## src/rtl/rv_pkg.sv

```systemverilog
// Shared architectural widths for the RV memory subsystem.
package rv_pkg;
  localparam int XLEN = 32;
  localparam int ILEN = 32;
endpackage

```

## src/rtl/rv_mem_arbiter_if.sv

```systemverilog
// Request/response bundle around rv_mem_arbiter: instruction port, data port and memory port.
// The slave modport is the arbiter's view; master is the requester/memory side.
interface rv_mem_arbiter_if;
  import rv_pkg::*;

  logic            instr_valid_i;
  logic [XLEN-1:0] instr_addr_i;
  logic [ILEN-1:0] instr_rdata_o;
  logic            instr_ready_o;
  logic            instr_err_o;

  logic            data_valid_i;
  logic [XLEN-1:0] data_addr_i;
  logic [XLEN-1:0] data_wdata_i;
  logic            data_write_i;
  logic [XLEN-1:0] data_rdata_o;
  logic            data_ready_o;
  logic            data_err_o;

  logic            mem_valid_o;
  logic [XLEN-1:0] mem_addr_o;
  logic [XLEN-1:0] mem_wdata_o;
  logic            mem_write_o;
  logic [XLEN-1:0] mem_rdata_i;
  logic            mem_ready_i;

  modport slave (
    input  instr_valid_i, instr_addr_i,
    output instr_rdata_o, instr_ready_o, instr_err_o,
    input  data_valid_i, data_addr_i, data_wdata_i, data_write_i,
    output data_rdata_o, data_ready_o, data_err_o,
    output mem_valid_o, mem_addr_o, mem_wdata_o, mem_write_o,
    input  mem_rdata_i, mem_ready_i
  );

  modport master (
    output instr_valid_i, instr_addr_i,
    input  instr_rdata_o, instr_ready_o, instr_err_o,
    output data_valid_i, data_addr_i, data_wdata_i, data_write_i,
    input  data_rdata_o, data_ready_o, data_err_o,
    input  mem_valid_o, mem_addr_o, mem_wdata_o, mem_write_o,
    output mem_rdata_i, mem_ready_i
  );
endinterface

```

## src/rtl/rv_mem_arbiter.sv

```systemverilog
// Two-port (instr/data) to single memory port arbiter with IDLE/BUSY/RESP FSM and access timeout.
// Define RV_ARB_RR_EN for round-robin contention handling; otherwise data has fixed priority.
module rv_mem_arbiter
  import rv_pkg::*;
#(
  parameter int unsigned TIMEOUT_CYCLES = 16
) (
  input  logic            clk_i,
  input  logic            rst_i,
  rv_mem_arbiter_if.slave bus
);

  typedef enum logic [1:0] {
    ST_IDLE = 2'd0,
    ST_BUSY = 2'd1,
    ST_RESP = 2'd2
  } state_e;

  localparam logic [7:0] TIMEOUT_C = 8'(TIMEOUT_CYCLES);

  state_e          state_r;
  logic            grant_data_r;
  logic [7:0]      cnt_r;
  logic            mem_valid_r;
  logic            mem_write_r;
  logic [XLEN-1:0] mem_addr_r;
  logic [XLEN-1:0] mem_wdata_r;
  logic            instr_ready_r;
  logic            instr_err_r;
  logic [ILEN-1:0] instr_rdata_r;
  logic            data_ready_r;
  logic            data_err_r;
  logic [XLEN-1:0] data_rdata_r;
  logic            any_req_s;
  logic            pick_data_s;
`ifdef RV_ARB_RR_EN
  logic            last_grant_data_r;
`endif

  // Pick which requester wins if a grant happens this cycle
  always_comb begin
    any_req_s   = bus.instr_valid_i | bus.data_valid_i;
    pick_data_s = 1'b0;
`ifdef RV_ARB_RR_EN
    if (bus.instr_valid_i && bus.data_valid_i) begin
      pick_data_s = ~last_grant_data_r;
    end else begin
      pick_data_s = bus.data_valid_i;
    end
`else
    pick_data_s = bus.data_valid_i;
`endif
  end

  // Arbiter FSM; every output is a register updated here
  always_ff @(posedge clk_i) begin
    if (rst_i) begin
      state_r       <= ST_IDLE;
      grant_data_r  <= 1'b1;
      cnt_r         <= 8'd0;
      mem_valid_r   <= 1'b0;
      mem_write_r   <= 1'b0;
      mem_addr_r    <= {XLEN{1'b0}};
      mem_wdata_r   <= {XLEN{1'b0}};
      instr_ready_r <= 1'b0;
      instr_err_r   <= 1'b0;
      instr_rdata_r <= {ILEN{1'b0}};
      data_ready_r  <= 1'b0;
      data_err_r    <= 1'b0;
      data_rdata_r  <= {XLEN{1'b0}};
`ifdef RV_ARB_RR_EN
      last_grant_data_r <= 1'b1;
`endif
    end else begin
      case (state_r)
        ST_IDLE: begin
          if (any_req_s) begin
            grant_data_r <= pick_data_s;
            cnt_r        <= 8'd0;
            mem_valid_r  <= 1'b1;
            state_r      <= ST_BUSY;
`ifdef RV_ARB_RR_EN
            last_grant_data_r <= pick_data_s;
`endif
            if (pick_data_s) begin
              mem_addr_r  <= bus.data_addr_i;
              mem_wdata_r <= bus.data_wdata_i;
              mem_write_r <= bus.data_write_i;
            end else begin
              mem_addr_r  <= bus.instr_addr_i;
              mem_wdata_r <= {XLEN{1'b0}};
              mem_write_r <= 1'b0;
            end
          end
        end
        ST_BUSY: begin
          // A ready arriving on the final counted cycle still wins over the timeout
          if (bus.mem_ready_i) begin
            mem_valid_r <= 1'b0;
            state_r     <= ST_RESP;
            if (grant_data_r) begin
              data_ready_r <= 1'b1;
              data_rdata_r <= bus.mem_rdata_i;
            end else begin
              instr_ready_r <= 1'b1;
              instr_rdata_r <= bus.mem_rdata_i;
            end
          end else if ((cnt_r + 8'd1) == TIMEOUT_C) begin
            mem_valid_r <= 1'b0;
            state_r     <= ST_RESP;
            if (grant_data_r) begin
              data_ready_r <= 1'b1;
              data_err_r   <= 1'b1;
              data_rdata_r <= {XLEN{1'b0}};
            end else begin
              instr_ready_r <= 1'b1;
              instr_err_r   <= 1'b1;
              instr_rdata_r <= {ILEN{1'b0}};
            end
          end else begin
            cnt_r <= cnt_r + 8'd1;
          end
        end
        ST_RESP: begin
          instr_ready_r <= 1'b0;
          instr_err_r   <= 1'b0;
          data_ready_r  <= 1'b0;
          data_err_r    <= 1'b0;
          state_r       <= ST_IDLE;
        end
        default: begin
          mem_valid_r   <= 1'b0;
          instr_ready_r <= 1'b0;
          instr_err_r   <= 1'b0;
          data_ready_r  <= 1'b0;
          data_err_r    <= 1'b0;
          state_r       <= ST_IDLE;
        end
      endcase
    end
  end

  assign bus.mem_valid_o   = mem_valid_r;
  assign bus.mem_write_o   = mem_write_r;
  assign bus.mem_addr_o    = mem_addr_r;
  assign bus.mem_wdata_o   = mem_wdata_r;
  assign bus.instr_ready_o = instr_ready_r;
  assign bus.instr_err_o   = instr_err_r;
  assign bus.instr_rdata_o = instr_rdata_r;
  assign bus.data_ready_o  = data_ready_r;
  assign bus.data_err_o    = data_err_r;
  assign bus.data_rdata_o  = data_rdata_r;

endmodule

```

## src/flat_wrapper.sv

```systemverilog
// flat-port wrapper written by rule: the top's interface ports become plain ports
module rv_mem_arbiter_flat import rv_pkg::*;
#(
  parameter int unsigned TIMEOUT_CYCLES = 16
)
  (clk_i, rst_i, bus_instr_valid_i, bus_instr_addr_i, bus_instr_rdata_o, bus_instr_ready_o, bus_instr_err_o, bus_data_valid_i, bus_data_addr_i, bus_data_wdata_i, bus_data_write_i, bus_data_rdata_o, bus_data_ready_o, bus_data_err_o, bus_mem_valid_o, bus_mem_addr_o, bus_mem_wdata_o, bus_mem_write_o, bus_mem_rdata_i, bus_mem_ready_i);
  rv_mem_arbiter_if bus_i ();
  input  logic clk_i;
  input  logic rst_i;
  input wire logic [$bits(bus_i.instr_valid_i)-1:0] bus_instr_valid_i;
  input wire logic [$bits(bus_i.instr_addr_i)-1:0] bus_instr_addr_i;
  output wire logic [$bits(bus_i.instr_rdata_o)-1:0] bus_instr_rdata_o;
  output wire logic [$bits(bus_i.instr_ready_o)-1:0] bus_instr_ready_o;
  output wire logic [$bits(bus_i.instr_err_o)-1:0] bus_instr_err_o;
  input wire logic [$bits(bus_i.data_valid_i)-1:0] bus_data_valid_i;
  input wire logic [$bits(bus_i.data_addr_i)-1:0] bus_data_addr_i;
  input wire logic [$bits(bus_i.data_wdata_i)-1:0] bus_data_wdata_i;
  input wire logic [$bits(bus_i.data_write_i)-1:0] bus_data_write_i;
  output wire logic [$bits(bus_i.data_rdata_o)-1:0] bus_data_rdata_o;
  output wire logic [$bits(bus_i.data_ready_o)-1:0] bus_data_ready_o;
  output wire logic [$bits(bus_i.data_err_o)-1:0] bus_data_err_o;
  output wire logic [$bits(bus_i.mem_valid_o)-1:0] bus_mem_valid_o;
  output wire logic [$bits(bus_i.mem_addr_o)-1:0] bus_mem_addr_o;
  output wire logic [$bits(bus_i.mem_wdata_o)-1:0] bus_mem_wdata_o;
  output wire logic [$bits(bus_i.mem_write_o)-1:0] bus_mem_write_o;
  input wire logic [$bits(bus_i.mem_rdata_i)-1:0] bus_mem_rdata_i;
  input wire logic [$bits(bus_i.mem_ready_i)-1:0] bus_mem_ready_i;
  assign bus_i.instr_valid_i = bus_instr_valid_i;
  assign bus_i.instr_addr_i = bus_instr_addr_i;
  assign bus_instr_rdata_o = bus_i.instr_rdata_o;
  assign bus_instr_ready_o = bus_i.instr_ready_o;
  assign bus_instr_err_o = bus_i.instr_err_o;
  assign bus_i.data_valid_i = bus_data_valid_i;
  assign bus_i.data_addr_i = bus_data_addr_i;
  assign bus_i.data_wdata_i = bus_data_wdata_i;
  assign bus_i.data_write_i = bus_data_write_i;
  assign bus_data_rdata_o = bus_i.data_rdata_o;
  assign bus_data_ready_o = bus_i.data_ready_o;
  assign bus_data_err_o = bus_i.data_err_o;
  assign bus_mem_valid_o = bus_i.mem_valid_o;
  assign bus_mem_addr_o = bus_i.mem_addr_o;
  assign bus_mem_wdata_o = bus_i.mem_wdata_o;
  assign bus_mem_write_o = bus_i.mem_write_o;
  assign bus_i.mem_rdata_i = bus_mem_rdata_i;
  assign bus_i.mem_ready_i = bus_mem_ready_i;
  rv_mem_arbiter #(.TIMEOUT_CYCLES(TIMEOUT_CYCLES)) u_core (.clk_i(clk_i), .rst_i(rst_i), .bus(bus_i));
endmodule
```

## config.mk

```make
export PLATFORM = sky130hd
export DESIGN_NAME = rv_mem_arbiter_flat
export DESIGN_NICKNAME = d
export VERILOG_FILES = /design/src/rtl/rv_pkg.sv /design/src/rtl/rv_mem_arbiter_if.sv /design/src/rtl/rv_mem_arbiter.sv /design/src/flat_wrapper.sv
export SDC_FILE = /design/constraint.sdc
export NUM_CORES = 1
export LEC_CHECK = 0
export ABC_AREA = 1
export BUFFER_PORTS_ARGS = -buffer_cell sky130_fd_sc_hd__clkbuf_2
export CAP_MARGIN = 30
export CORE_MARGIN = 2
export CORE_UTILIZATION = 45
export DETAILED_ROUTE_END_ITERATION = 16
export PLACE_DENSITY_LB_ADDON = 0.2
export SLEW_MARGIN = 25
export SYNTH_ARGS = -nofsm -noshare
export SYNTH_HDL_FRONTEND = slang
export SYNTH_SLANG_ARGS = --single-unit
```

## constraint.sdc

```tcl
create_clock -name clk_i -period 2.05 [get_ports clk_i]
set_clock_uncertainty 0.2 [all_clocks]
set_input_delay 0.205 -clock clk_i [delete_from_list [all_inputs] [get_ports clk_i]]
set_output_delay 0.205 -clock clk_i [all_outputs]
set_load 0.05 [all_outputs]
```

Word level (Yosys, flattened, before mapping)

Cells that the tools add are included.

Register bits after elaboration: 145
Input bits: 134
Output and inout port bits: 134
Logic and storage cells: 79

Add/subtract/negate cells: 1
Eq/ne operators: 10
Mux-type cells: 39
Bitwise operators: 4
Reductions and logical operators: 12

Operator list:

| operator                                                         | number |
|---|---|
| 32-bit two-way mux                                               | 10 |
| 8-bit two-way mux                                                | 3 |
| 1-bit two-way mux                                                | 16 |
| 8-bit case mux with 2 select lines                               | 1 |
| 4-bit AND reduction                                              | 3 |
| 3-bit AND reduction                                              | 3 |
| 8-bit by 1-bit adder with 8-bit output (second input constant)   | 1 |
| 8-bit by 5-bit == test with 1-bit output (second input constant) | 1 |
| 1-bit case mux with 2 select lines                               | 4 |
| 2-bit two-way mux                                                | 3 |
| 2-bit by 1-bit != test with 1-bit output (second input constant) | 3 |
| 2-bit != test (second input constant)                            | 3 |
| 2-bit AND reduction                                              | 3 |
| 2-bit case mux with 2 select lines                               | 1 |
| 2-bit nonzero test                                               | 2 |
| 3-bit by 2-bit != test with 1-bit output (second input constant) | 1 |
| 1-bit NOT                                                        | 3 |
| 1-bit case mux with 3 select lines                               | 1 |
| 2-bit by 1-bit == test with 1-bit output (second input constant) | 1 |
| 2-bit == test (second input constant)                            | 1 |
| 2-bit logical NOT                                                | 1 |
| 1-bit OR                                                         | 1 |

Depth between registers and ports, before layout

Gate-level depths: netlist of run 1.

Word-level depth: 5
Mapped depth: 13
Depth with buffers taken out: 13

Least setup slack after synthesis of run 1

Ideal clock, no wire load.

Path type: register to register
Start point: register u_core.cnt_r[0]
End point: register u_core.instr_rdata_r[23], in the netlist u_core.bus.instr_rdata_o[23]
Library setup time: 0.132 ns
Arrival: 1.535 ns
Data required time: 1.718 ns
Path slack: 0.183 ns
Cell stages (with the launch flop): 11
Buffers on the path: 1
Period minus slack after synthesis: 1.867 ns
Path through: dfxtp_1 ha_1 nand3_2 xor2_1 nor2_1 nand3_4 nand2_4 nand2_4 buf_6 nand2_1 a21oi_1

Longest elaborated chain between the ends: 4

Ends and longest elaborated chain:

| element                                  | line                  | source |
|---|---|---|
| from (decl)                              | rv_mem_arbiter.sv:23  | `logic [7:0] cnt_r;` |
| from (signal assigned)                   | rv_mem_arbiter.sv:121 | `cnt_r <= cnt_r + 8'd1;` |
| 8-bit by 1-bit adder with 8-bit output   | rv_mem_arbiter.sv:108 | `end else if ((cnt_r + 8'd1) == TIMEOUT_C) begin` |
| 8-bit by 5-bit == test with 1-bit output | rv_mem_arbiter.sv:108 |  |
| 2-bit nonzero test (no source line)      | -                     |  |
| 3-bit AND reduction (no source line)     | -                     |  |
| to (signal assigned)                     | rv_mem_arbiter.sv:67  | `instr_rdata_r <= {ILEN{1'b0}};` |
| to (signal assigned)                     | rv_mem_arbiter.sv:106 | `instr_rdata_r <= bus.mem_rdata_i;` |
| to (signal assigned)                     | rv_mem_arbiter.sv:118 | `instr_rdata_r <= {ILEN{1'b0}};` |
| to (decl)                                | rv_mem_arbiter.sv:30  | `logic [ILEN-1:0] instr_rdata_r;` |

No other way between the ends.
A chain may end at the register's enable or synchronous reset.

Final worst setup path of run 1

Start point: register u_core.cnt_r[1]
End point: register u_core.cnt_r[0]

Longest elaborated chain between the ends: 4

Ends and longest elaborated chain:

| element                                  | line |
|---|---|
| 8-bit by 1-bit adder with 8-bit output   | rv_mem_arbiter.sv:108 |
| 8-bit by 5-bit == test with 1-bit output | rv_mem_arbiter.sv:108 |
| 2-bit != test (no source line)           | - |
| 4-bit AND reduction (no source line)     | - |

No other way between the ends.

==> run summary, run 1 <==
The run finished with clean final reports. The run gives 0 ps as the summed negative setup slack over all endpoints. Detailed routing inserted a total of 6813 vias.

For the worst-skew pair, the clock arrives at the later sink with an insertion delay of 420 ps. In the final design database the tool counted 1334 nets. After global routing the overflow that remains totals 0. Across the VDD grid, the largest voltage drop is 0.5861 mV. Summed over all layers, the routed wires come to 20.63 mm. The run gives 22.47 ps as the worst-case hold slack. For this run, design rule violations remaining after detail routing come to 0. Static timing analysis puts the maximum clock frequency at 0.4910 GHz. STA puts the critical path data required time at 2140 ps. Effective utilization at floorplan: 46.50%. For the die outline area, the log shows 14130 µm². The diode insertion count for antenna repair was 0. The synthesized design spends more area on one cell type than any other, namely sky130_fd_sc_hd__dfxtp_1.

OpenSTA, run right after detailed placement, puts the worst setup slack at -67.82 ps. In this run the horizontal extent of the chip is 118.9 µm. The number of buffers created by CTS is 17, and the fraction of the cycle the final worst path needs is 99.34%. In the final routed layout, each cell accounts on average for 14.90 µm. The delay of the slowest cell on the worst path is 370 ps.

Routability-driven placement finished with a final weighted congestion of 0.8380. TritonCTS built the clock tree. For the number of library cell types mapped by synthesis, the log shows 27.

The worst setup path is captured at a flop. Across the run, the number of max-cap violations was 0. The largest net degree at the start of global routing is 105, and the number of levels in the clock H-tree is 4. In this run the cell area of the synthesized design comes to 5939 µm².

In this run the core area contains 41 standard-cell rows. The run gives 6545 as the via count of the first global-routing pass. The launch instance of the worst min-delay path is bus_instr_addr_i[28]. After floorplanning, the core was sized to cover 12770 µm².

For the number of fillers in the final layout, the log shows 936. Clock-pin slew was measured on the worst setup and hold paths at 60 ps. Setup repair after global routing could not meet its margin everywhere. The slowest stage of the critical path belongs to the cell sky130_fd_sc_hd__dfxtp_4.

The first-pass iteration count of the detailed router was 7. Yosys instantiated no cell more often than sky130_fd_sc_hd__nand2_1. Synthesis handed over a netlist of 822 instances.

The proportion of register bits with asynchronous set or reset after synthesis is 0%, and the fraction of layout cells with a size suffix above 1 is 28.55%. For the pin with the worst max-slew slack, the measured transition is 475.1 ps. The CTS root buffer is sky130_fd_sc_hd__clkbuf_16. The first global-routing pass estimated 31.57 mm of wire. Clock sink count: 145. The commonest cells after synthesis are sky130_fd_sc_hd__nand2_1, sky130_fd_sc_hd__a21oi_1, sky130_fd_sc_hd__dfxtp_1, sky130_fd_sc_hd__inv_1, sky130_fd_sc_hd__nor2_1.

The run gives 48.87% as the share of the yosys chip area belonging to registers. Subtracting the final worst setup slack from the clock period gives 2037 ps. The die is 118.9 µm tall.

Traced cell by cell, the critical path runs through ha_4, nand3_2, xor2_1, nor2_1, nand3_4, nand2_4, buf_12, inv_1, o21ai_0, a21oi_1. The worst setup path is launched from a flop. The post-synthesis net count was 957.

The leakage power summed over all cells came out at 4.495 nW. The run gives 27.69% as the overall fraction of global-route tracks in use. In this run, the number of DRC markers left after iteration 0 of detailed routing was 538. The count of buffers added on input and output ports is 267. For the fraction of the core area covered by cells at the end of the flow, the log shows 74.40%. The arrival time reported for the critical path endpoint came out at 2130 ps. The critical path starts at u_core.cnt_r[1]. Highest fanout seen on the critical path: 4.

The share of synthesized area in the top cell type comes to 48.87%. The synthesized design contains 145 register bits. The worst setup path is of the reg2reg kind. The number of vias per cell was 4.923; the smallest setup slack after layout was 13.46 ps. After synthesis, the mean cell area works out to 7.226 µm².

Compared with the post-synthesis result, the final layout area differs by 60.02%. The remaining antenna violation count after routing was 0; the final number of max-transition violations was 0. The cell area power density was 866.8 nW/µm². The most common flop cell mapped by yosys is sky130_fd_sc_hd__dfxtp_1. 268 I/O pins were placed. Yosys attributes the largest share of cell area to sky130_fd_sc_hd__dfxtp_1, sky130_fd_sc_hd__a21oi_1, sky130_fd_sc_hd__nand2_1, sky130_fd_sc_hd__inv_1, sky130_fd_sc_hd__nand3_1. For the detailed placer's ending HPWL, the log shows 11.55 mm. For the total of endpoints with negative setup slack in the final report, the log shows 0. The final-report hold violation count is 0, and the number of flops mapped to enable cells by yosys is 0. The worst pin sits at a relative slew slack of 68.33%. Number of antenna violations at the first check in global routing: 0. The startpoint of the lowest-slack register-to-register path is u_core.cnt_r[1]. The Yosys warning count is 0, and the maximum count of clock buffers along a single path is 2.

Worst min-delay path category: in2reg.
==> final cells by class <==
cell class              count  area [µm²]  area share, %
well taps                 172       215.2          2.264
repair buffers            412        2841          29.90
clock inverters            10       131.4          1.382
clock buffers              22       484.2          5.095
flip-flops and latches    145        2909          30.61
multi-input cells         541        2608          27.44
inverters                  82       315.3          3.318
==> worst max-delay path: cells and delay by family, from the launching register on <==
kind,cells,cell delay (ps)
fa+ha+maj,1,140
buf+inv,2,170
compound gates,2,210
flops,1,370
xor+xnor,1,190
simple gates,4,640
==> stage by stage <==
| step | area [µm²] | std cells | power [mW] |
|---|---|---|---|
| CTS | 9313 | 1376 | 8.157 |
| finish | 9504 | 1384 | 8.238 |
| global route | 9504 | 1384 | 8.550 |
| detailed placement | 7416 | 1216 | 4.769 |
| global placement | 7416 | 1216 | 4.761 |
| floorplan | 5939 | 822 | 4.295 |
==> routing by layer <==
layer  share of wire, %  GRT usage, %  vias up
met4                3.6         13.02        0
met3                7.5         7.280       69
met1                 40         32.75     3015
li1                   -             -     3383
met2                 49         46.73      346
met5                  0             0        -
==> logic make-up (layout without fill, tap and decap cells) <==
group           after synthesis  after routing  share of synthesized area [%]
simple gates                322            325                          22.60
compound gates              213            213                          18.20
flops                       145            145                          48.87
buf+inv                     139            526                          9.690
xor+xnor                      2              2                         0.4214
fa+ha+maj                     1              1                         0.2106
==> placed cells by master (no fill, tap or decap), drive strengths merged, types with 2 or more instances in the layout <==
master	Yosys	routed
buf	13	19
dlygate4sd3	0	128
dfxtp	145	145
nor2	52	52
clkbuf	44	287
nand2	225	228
a21oi	170	170
clkinv	1	6
xor2	2	2
inv	81	82
bufinv	0	3
o21ai	41	41
nand3	44	44
==> sequential cells by signal (all words and copies together) (netlist names) <==
| signal | flops |
|---|---|
| u_core.bus.data_rdata_o | 32 |
| u_core.bus.instr_rdata_o | 32 |
| u_core.bus.mem_addr_o | 32 |
| u_core.bus.mem_wdata_o | 32 |
| u_core.cnt_r | 8 |
| u_core.state_r | 2 |
| u_core.bus.data_err_o | 1 |
| u_core.bus.data_ready_o | 1 |
| u_core.bus.instr_err_o | 1 |
| u_core.bus.instr_ready_o | 1 |
| u_core.bus.mem_valid_o | 1 |
| u_core.bus.mem_write_o | 1 |
| u_core.grant_data_r | 1 |
==> power by group <==
group,internal [mW],switching [mW],leakage (nW),total [mW]
clock network,2.03,1.16,0.306,3.20
registers,3.01,0.107,1.19,3.11
logic,0.629,1.30,3.00,1.93
total,5.67,2.57,4.50,8.24
==> repair_timing <==
action	CTS	global route
hold buffers	128	0
gates resized for setup	0	21
cloned	0	3
pin swaps	0	5
setup buffers	0	5
endpoints found under the setup margin	64	74
hold endpoints to repair	129	0
==> path summary, 6_finish.rpt <==
kind / slack, ps / cells past startpoint / endpoint
max reg2reg: 10 / 10 / u_core.cnt_r[0]
max: 10 / 10 / u_core.cnt_r[0]
min reg2reg: 250 / 2 / u_core.bus.data_ready_o
min: 20 / 5 / u_core.bus.mem_addr_o[28]
Note: power is estimated with default switching activity, not from simulation.
==> run 2: changes to the inputs <==
- CORE_ASPECT_RATIO: not set -> 0.9
==> run 2 against run 1 <==
Against the previous run: hold slack better by 98 ps; first-iteration DRC count fell by 16%; worst setup slack improved by 76 ps; clock-buffer cell count is 3 lower; clock power rose by 2%; wire length fell by 4.0%; highest routed layer unchanged.
==> run summary, run 2 (same netlist as run 1, synthesis figures left out) <==
The logs give 2040 ps (-90 ps) for the arrival time reported for the critical path endpoint and 1210 (-0.49%) for the number of placed cells counting well taps. Effective utilization at floorplan: 46.46% (about the same). The tools report the number of max-capacitance violations reported as 0 (unchanged).

Die outline area: 14140 µm² (about the same). The time the worst path needs with I/O delays and setup is 1961 ps (-75.98 ps), and the leakage power summed over all cells is 4.452 nW (-0.97%). The run gives 0 (unchanged) as the final-report hold violation count. The number of cells in the finished layout apart from fillers was 1375 (-0.65%). The horizontal die dimension came out at 125.1 µm (+5.2%). Fraction of layout cells with a size suffix above 1: 28.08% (-0.47 points). The run gives 19.81 mm (-4.0%) as the overall routed net length. The tools report the detailed placer's ending HPWL as 11.68 mm (+1.1%). For the clock sink count, the log shows 145 (unchanged). The slew at the pin closest to its max-slew limit was 496.8 ps (+21.79 ps).

The overall power is 8.256 mW (+0.21%). The remaining antenna violation count after routing is 0 (unchanged), and the number of violations reported at the end of detailed-routing iteration 0 is 450 (-16%). The highest fanout seen on the critical path is 16 (+12), and the highest achievable clock rate is 0.5101 GHz (+3.9%). The number of levels in the clock H-tree was 4 (unchanged). The total congestion overflow came out at 0 (unchanged).

The floorplan row count is 39 (-4.9%), and the largest net degree at the start of global routing is 105 (unchanged). The worst setup path is captured at a flop. The summed negative setup slack over all endpoints is 0 ps (unchanged). The wire length per cell after detailed routing is 14.41 µm (-3.3%), and the worst vdd rail ir drop is 0.5936 mV (+1.3%). The critical path is of the reg2reg type. The number of buffers added on ports is 267 (unchanged). The maximum count of clock buffers along a single path was 2 (unchanged); the worst slew slack as a fraction of its limit was 66.88% (-1.5 points). The tools report the number of antenna violations at the first check in global routing as 0 (unchanged).

The overall die height came out at 113.0 µm (-5.0%). Setup repair after global routing could not meet its margin everywhere. The clock edge transition at the registers on the reported setup and hold paths works out to 60 ps (about the same). The flow ran to the end, and the final reports show no timing, DRC or antenna violations.

The smallest setup slack after layout came out at 89.44 ps (+75.98 ps). For the number of DRC violations after detailed routing, the log shows 0 (unchanged). The net count of the finished layout is 1333 (-0.075%), and the cell area power density is 880.7 nW/µm² (+1.6%). The instance area at placement is 7356 µm² (-0.81%). The CTS root buffer was sky130_fd_sc_hd__clkbuf_16.

Relative area change from synthesis to final layout: 57.83%. The number of buffers created by CTS is 17 (unchanged), and the first-pass iteration count of the detailed router is 5 (-2). Required time of the worst setup path: 2130 ps (about the same). The tightest min-delay check is of the in2reg type. Most common cell after layout, fill and taps aside: sky130_fd_sc_hd__clkbuf_2. The sort of element at the start of the critical path is a flop. For the worst-case hold slack, the log shows 120.1 ps (+97.64 ps). The tools report the via count as 6808 (-0.073%). The global-route wire length before repair is 31.66 mm (+0.26%). The overall fraction of global-route tracks in use is 27.45% (-0.24 points). The area of the placeable core was 12780 µm² (about the same); the total I/O pin count was 268 (unchanged). The fraction of the core area covered by cells at the end of the flow was 73.32% (-1.1 points); the number of vias per cell was 4.951 (+0.58%). The fraction of the cycle the final worst path needs works out to 95.64% (-3.7 points). Final number of max-transition violations: 0 (unchanged). In the layout the commonest cells are sky130_fd_sc_hd__clkbuf_2, sky130_fd_sc_hd__nand2_1, sky130_fd_sc_hd__a21oi_1.

The run gives 0 (unchanged) as the total of endpoints with negative setup slack in the final report. The diode insertion count for antenna repair was 0 (unchanged); the clock latency on the worst-skew pair was 420 ps (about the same). The last weighted congestion value of the routability-driven placer came out at 0.8193 (-2.2%).

TritonCTS built the clock tree. The logs give 30.53 ps (+98.34 ps) for the worst setup timing slack at the placement stage and 6751 (+3.1%) for the via count of the first global-routing pass. For the final design instance area without fill, the log shows 9374 µm² (-1.4%).
[run 2: cell count changes in the layout (fill, tap and decap cells not counted), moves of 2 or more]
cell	previous run	this run
sky130_fd_sc_hd__clkbuf_8	4	1
sky130_fd_sc_hd__buf_12	7	2
sky130_fd_sc_hd__nor2_4	5	2
sky130_fd_sc_hd__nor2_2	2	5
sky130_fd_sc_hd__clkinv_2	5	3
sky130_fd_sc_hd__nand2_1	216	218
sky130_fd_sc_hd__buf_4	11	15
sky130_fd_sc_hd__clkinv_4	1	4
sky130_fd_sc_hd__nand2_2	3	1
[run 2: repair_timing]
action | CTS | global route
endpoints found under the hold margin | 129 | 0
setup endpoints to repair | 0 | 67
setup buffers | 0 | 2
gates resized for setup | 0 | 11
hold buffers | 129 | 0
[run 2: area by class of cell]
cell class	instances	area [µm²]
repair buffers	412	2775
multi-input cells	540	2547
clock inverters	13	185.2
fillers	937	3411
inverters	82	312.8
clock buffers	19	442.9
well taps	164	205.2
flip-flops and latches	145	2905
[run 2: report_power, final]
part	total, mW	switching [mW]	internal [mW]
Sequential	3.11	0.102	3.01
Combinational	1.87	1.27	0.598
Clock	3.28	1.21	2.07
Total	8.26	2.58	5.67
[run 2: final timing paths]
path / startpoint / to / slack [ps] / cells past startpoint
max: u_core.cnt_r[0] / u_core.bus.data_rdata_o[6] / 90 / 9
min: rst_i / u_core.bus.instr_rdata_o[27] / 120 / 3
max reg2reg: u_core.cnt_r[0] / u_core.bus.data_rdata_o[6] / 90 / 9
min reg2reg: u_core.bus.instr_rdata_o[6] / u_core.bus.instr_rdata_o[6] / 260 / 2
[run 2: routing by layer]
layer	part of all wire, %	GRT usage, %	vias to the layer above
met2	49	46.45	311
li1	-	-	3380
met4	4.0	13.70	0
met3	7.8	9.220	72
met1	39	31.21	3045
met5	0	0	-
[run 2: critical path, cell delays in order (launching register included)]
cell and delay (ps):
sky130_fd_sc_hd__dfxtp_1 330, sky130_fd_sc_hd__ha_1 200, sky130_fd_sc_hd__nand3_2 110, sky130_fd_sc_hd__nor2_2 140, sky130_fd_sc_hd__xor2_2 220, sky130_fd_sc_hd__nand3_4 160, sky130_fd_sc_hd__nand2_8 170, sky130_fd_sc_hd__nand2_8 140
sky130_fd_sc_hd__nand2_1 90, sky130_fd_sc_hd__a21oi_1 60
==> run 3: changes to the inputs <==
- clock period: 2.05 -> 1.9 ns (I/O delays scaled with it)
==> run 3 against run 2 <==
Against the previous run: the run now ends with setup timing left; combinational power is 13% higher; register-to-register slack worse by 150 ps; sequential share of layout area is 0.63 points lower; via count is 3.3% higher; worst setup slack worse by 150 ps; clock power is 5% higher; clock-buffer cell count is 3 higher; sequential power is 8.0% higher; utilization is 1.7 points higher; critical endpoint is now u_core.bus.instr_rdata_o[15]; cell count is 0.44% higher.
==> run summary, run 3 (same netlist as run 1, synthesis figures left out) <==
Overall power: 8.926 mW (+8.1%). The tools report the number of buffers created by CTS as 17 (unchanged). The final number of max-transition violations is 0 (unchanged), and the global-route wire length before repair is 33.50 mm (+5.8%).

Relative area change from synthesis to final layout: 61.47%. For the number of levels in the clock H-tree, the log shows 4 (unchanged). The horizontal die dimension works out to 125.1 µm (unchanged). The total of endpoints with negative setup slack in the final report is 66 (+66), and the arrival time reported for the critical path endpoint is 2050 ps (about the same).

The number of fillers in the final layout was 912 (-2.7%). The worst vdd rail ir drop came out at 0.9063 mV (+53%). The number of max-capacitance violations reported is 0 (unchanged).

The wire length per cell after detailed routing was 15.44 µm (+7.2%). The library cell used most frequently in the layout, excluding fill and tap cells, is sky130_fd_sc_hd__clkbuf_2. TritonCTS built the clock tree.

The clock latency on the worst-skew pair was 410 ps (about the same). For the final-report hold violation count, the log shows 0 (unchanged). The cell area power density works out to 930.7 nW/µm² (+5.7%). The required time of the worst setup path came out at 1990 ps (-140 ps). The tools report the largest net degree at the start of global routing as 105 (unchanged). The sort of element at the start of the critical path was a flop. The min-delay analysis places its worst path in the category in2reg.

Highest fanout seen on the critical path: 16 (unchanged). Overall routed net length: 21.32 mm (+7.6%). The tools report the total I/O pin count as 268 (unchanged). The first-pass iteration count of the detailed router was 7 (+2). The CTS root buffer was sky130_fd_sc_hd__clkbuf_16.

The time the worst path needs with I/O delays and setup was 1964 ps (+3.305 ps); the last weighted congestion value of the routability-driven placer was 0.8149 (-0.54%). The floorplan row count is 39 (unchanged), and the slew at the pin closest to its max-slew limit is 475.4 ps (-21.40 ps). The number of DRC violations after detailed routing came out at 0 (unchanged).

Leaving out fill and tap cells, the most frequent cells in the layout are sky130_fd_sc_hd__clkbuf_2, sky130_fd_sc_hd__nand2_1, sky130_fd_sc_hd__a21oi_1. The number of antenna violations at the first check in global routing came out at 0 (unchanged). The tools report the via count of the first global-routing pass as 6909 (+2.3%). The clock edge transition at the registers on the reported setup and hold paths was 60 ps (about the same).

The run gives -2437 ps (-2437 ps) as the summed negative setup slack over all endpoints. The area of the placeable core was 12780 µm² (unchanged). The flow ran to the end, but the final reports show violations. The total congestion overflow came out at 0 (unchanged).

In this run the most critical hold path is launched from bus_instr_addr_i[17]. The number of vias per cell is 5.091 (+2.8%), and the overall die height is 113.0 µm (unchanged). The run gives 7031 (+3.3%) as the via count. Setup repair after global routing could not meet its margin everywhere. The critical path capture point type is a flop. For the overall fraction of global-route tracks in use, the log shows 29.19% (+1.7 points). The maximum count of clock buffers along a single path was 2 (unchanged); the detailed placer's ending HPWL was 11.74 mm (+0.52%).

The tools report the worst slew slack as a fraction of its limit as 68.30% (+1.4 points). The die outline area was 14140 µm² (unchanged). In this run the critical register-to-register path is launched from u_core.cnt_r[2].

The tools report the diode insertion count for antenna repair as 0 (unchanged). The fraction of layout cells with a size suffix above 1 works out to 30.65% (+2.6 points). The effective utilization at floorplan was 46.46% (unchanged); the fraction of the cycle the final worst path needs was 103.4% (+7.7 points).

The smallest setup slack after layout came out at -63.87 ps (-153.3 ps). The run gives 442 (-1.8%) as the number of violations reported at the end of detailed-routing iteration 0. The net count of the finished layout is 1339 (+0.45%), and the clock sink count is 145 (unchanged). Leakage power summed over all cells: 4.531 nW (+1.8%).

The final reports fail on setup timing. For the remaining antenna violation count after routing, the log shows 0 (unchanged). The worst setup path is of the reg2reg kind.

The number of buffers added on ports was 267 (unchanged); the highest achievable clock rate was 0.5092 GHz (-0.17%). Tracing the worst setup path back leads to its startpoint at u_core.cnt_r[2].
==> run 3: report_power, final <==
group | internal, mW | switching [mW]
Clock | 2.16 | 1.28
Sequential | 3.24 | 0.121
Combinational | 0.691 | 1.43
Total | 6.10 | 2.83
==> run 3: path summary, 6_finish.rpt <==
check,end,slack (ps),cells past startpoint
min,u_core.bus.mem_addr_o[17],30,5
min reg2reg,u_core.bus.instr_rdata_o[9],260,2
max reg2reg,u_core.bus.instr_rdata_o[15],-60,9
max,u_core.bus.instr_rdata_o[15],-60,9
==> run 3: area by class of cell <==
cell class              instances  area (µm²)  share of cell area [%]
flip-flops and latches        145        2912                   30.36
multi-input cells             541        2696                   28.11
clock buffers                  22       474.2                   4.945
repair buffers                417        2850                   29.72
clock inverters                10       132.6                   1.383
well taps                     164       205.2                   2.140
inverters                      82       320.3                   3.340
==> run 3: through the flow <==
step                      utilization [%]  setup slack, ps  cell area, µm²  hold WS (ps)  cells
after floorplan                         -            32.90            5939         158.2    822
after global placement              57.85           -66.85            7396         244.0   1212
after detailed placement            57.85           -174.2            7396         248.4   1212
after CTS                           73.22           -27.76            9361         10.18   1375
after global routing                75.01           -144.0            9590         44.75   1381
final                               75.01           -63.87            9590         25.26   1381
==> run 3: layer usage <==
| metal | GRT usage, % | vias to the layer above | wire [µm] |
|---|---|---|---|
| met5 | 0 | - | 0 |
| met1 | 33.42 | 3233 | 8213 |
| met2 | 49.60 | 337 | 10670 |
| met4 | 15.33 | 0 | 841 |
| li1 | - | 3389 | - |
| met3 | 8.652 | 72 | 1597 |
==> run 3: worst max-delay path, stage by stage, from the launching register on <==
cell and delay (ps):
sky130_fd_sc_hd__dfxtp_2 460, sky130_fd_sc_hd__nand3_4 110, sky130_fd_sc_hd__o21ai_1 140, sky130_fd_sc_hd__nand2_1 120, sky130_fd_sc_hd__nor2_4 160, sky130_fd_sc_hd__nand3_4 130, sky130_fd_sc_hd__nand2_8 190, sky130_fd_sc_hd__nand2_8 130
sky130_fd_sc_hd__nand2_1 100, sky130_fd_sc_hd__a21oi_1 60
==> run 3: timing repair <==
| action | 4_1_cts | 5_1_grt |
|---|---|---|
| hold endpoints to repair | 129 | 0 |
| gates cloned | 2 | 1 |
| gates resized for setup | 11 | 46 |
| endpoints found under the setup margin | 69 | 77 |
| buffers inserted | 1 | 5 |
| pin swaps | 4 | 18 |
| hold buffers | 128 | 0 |
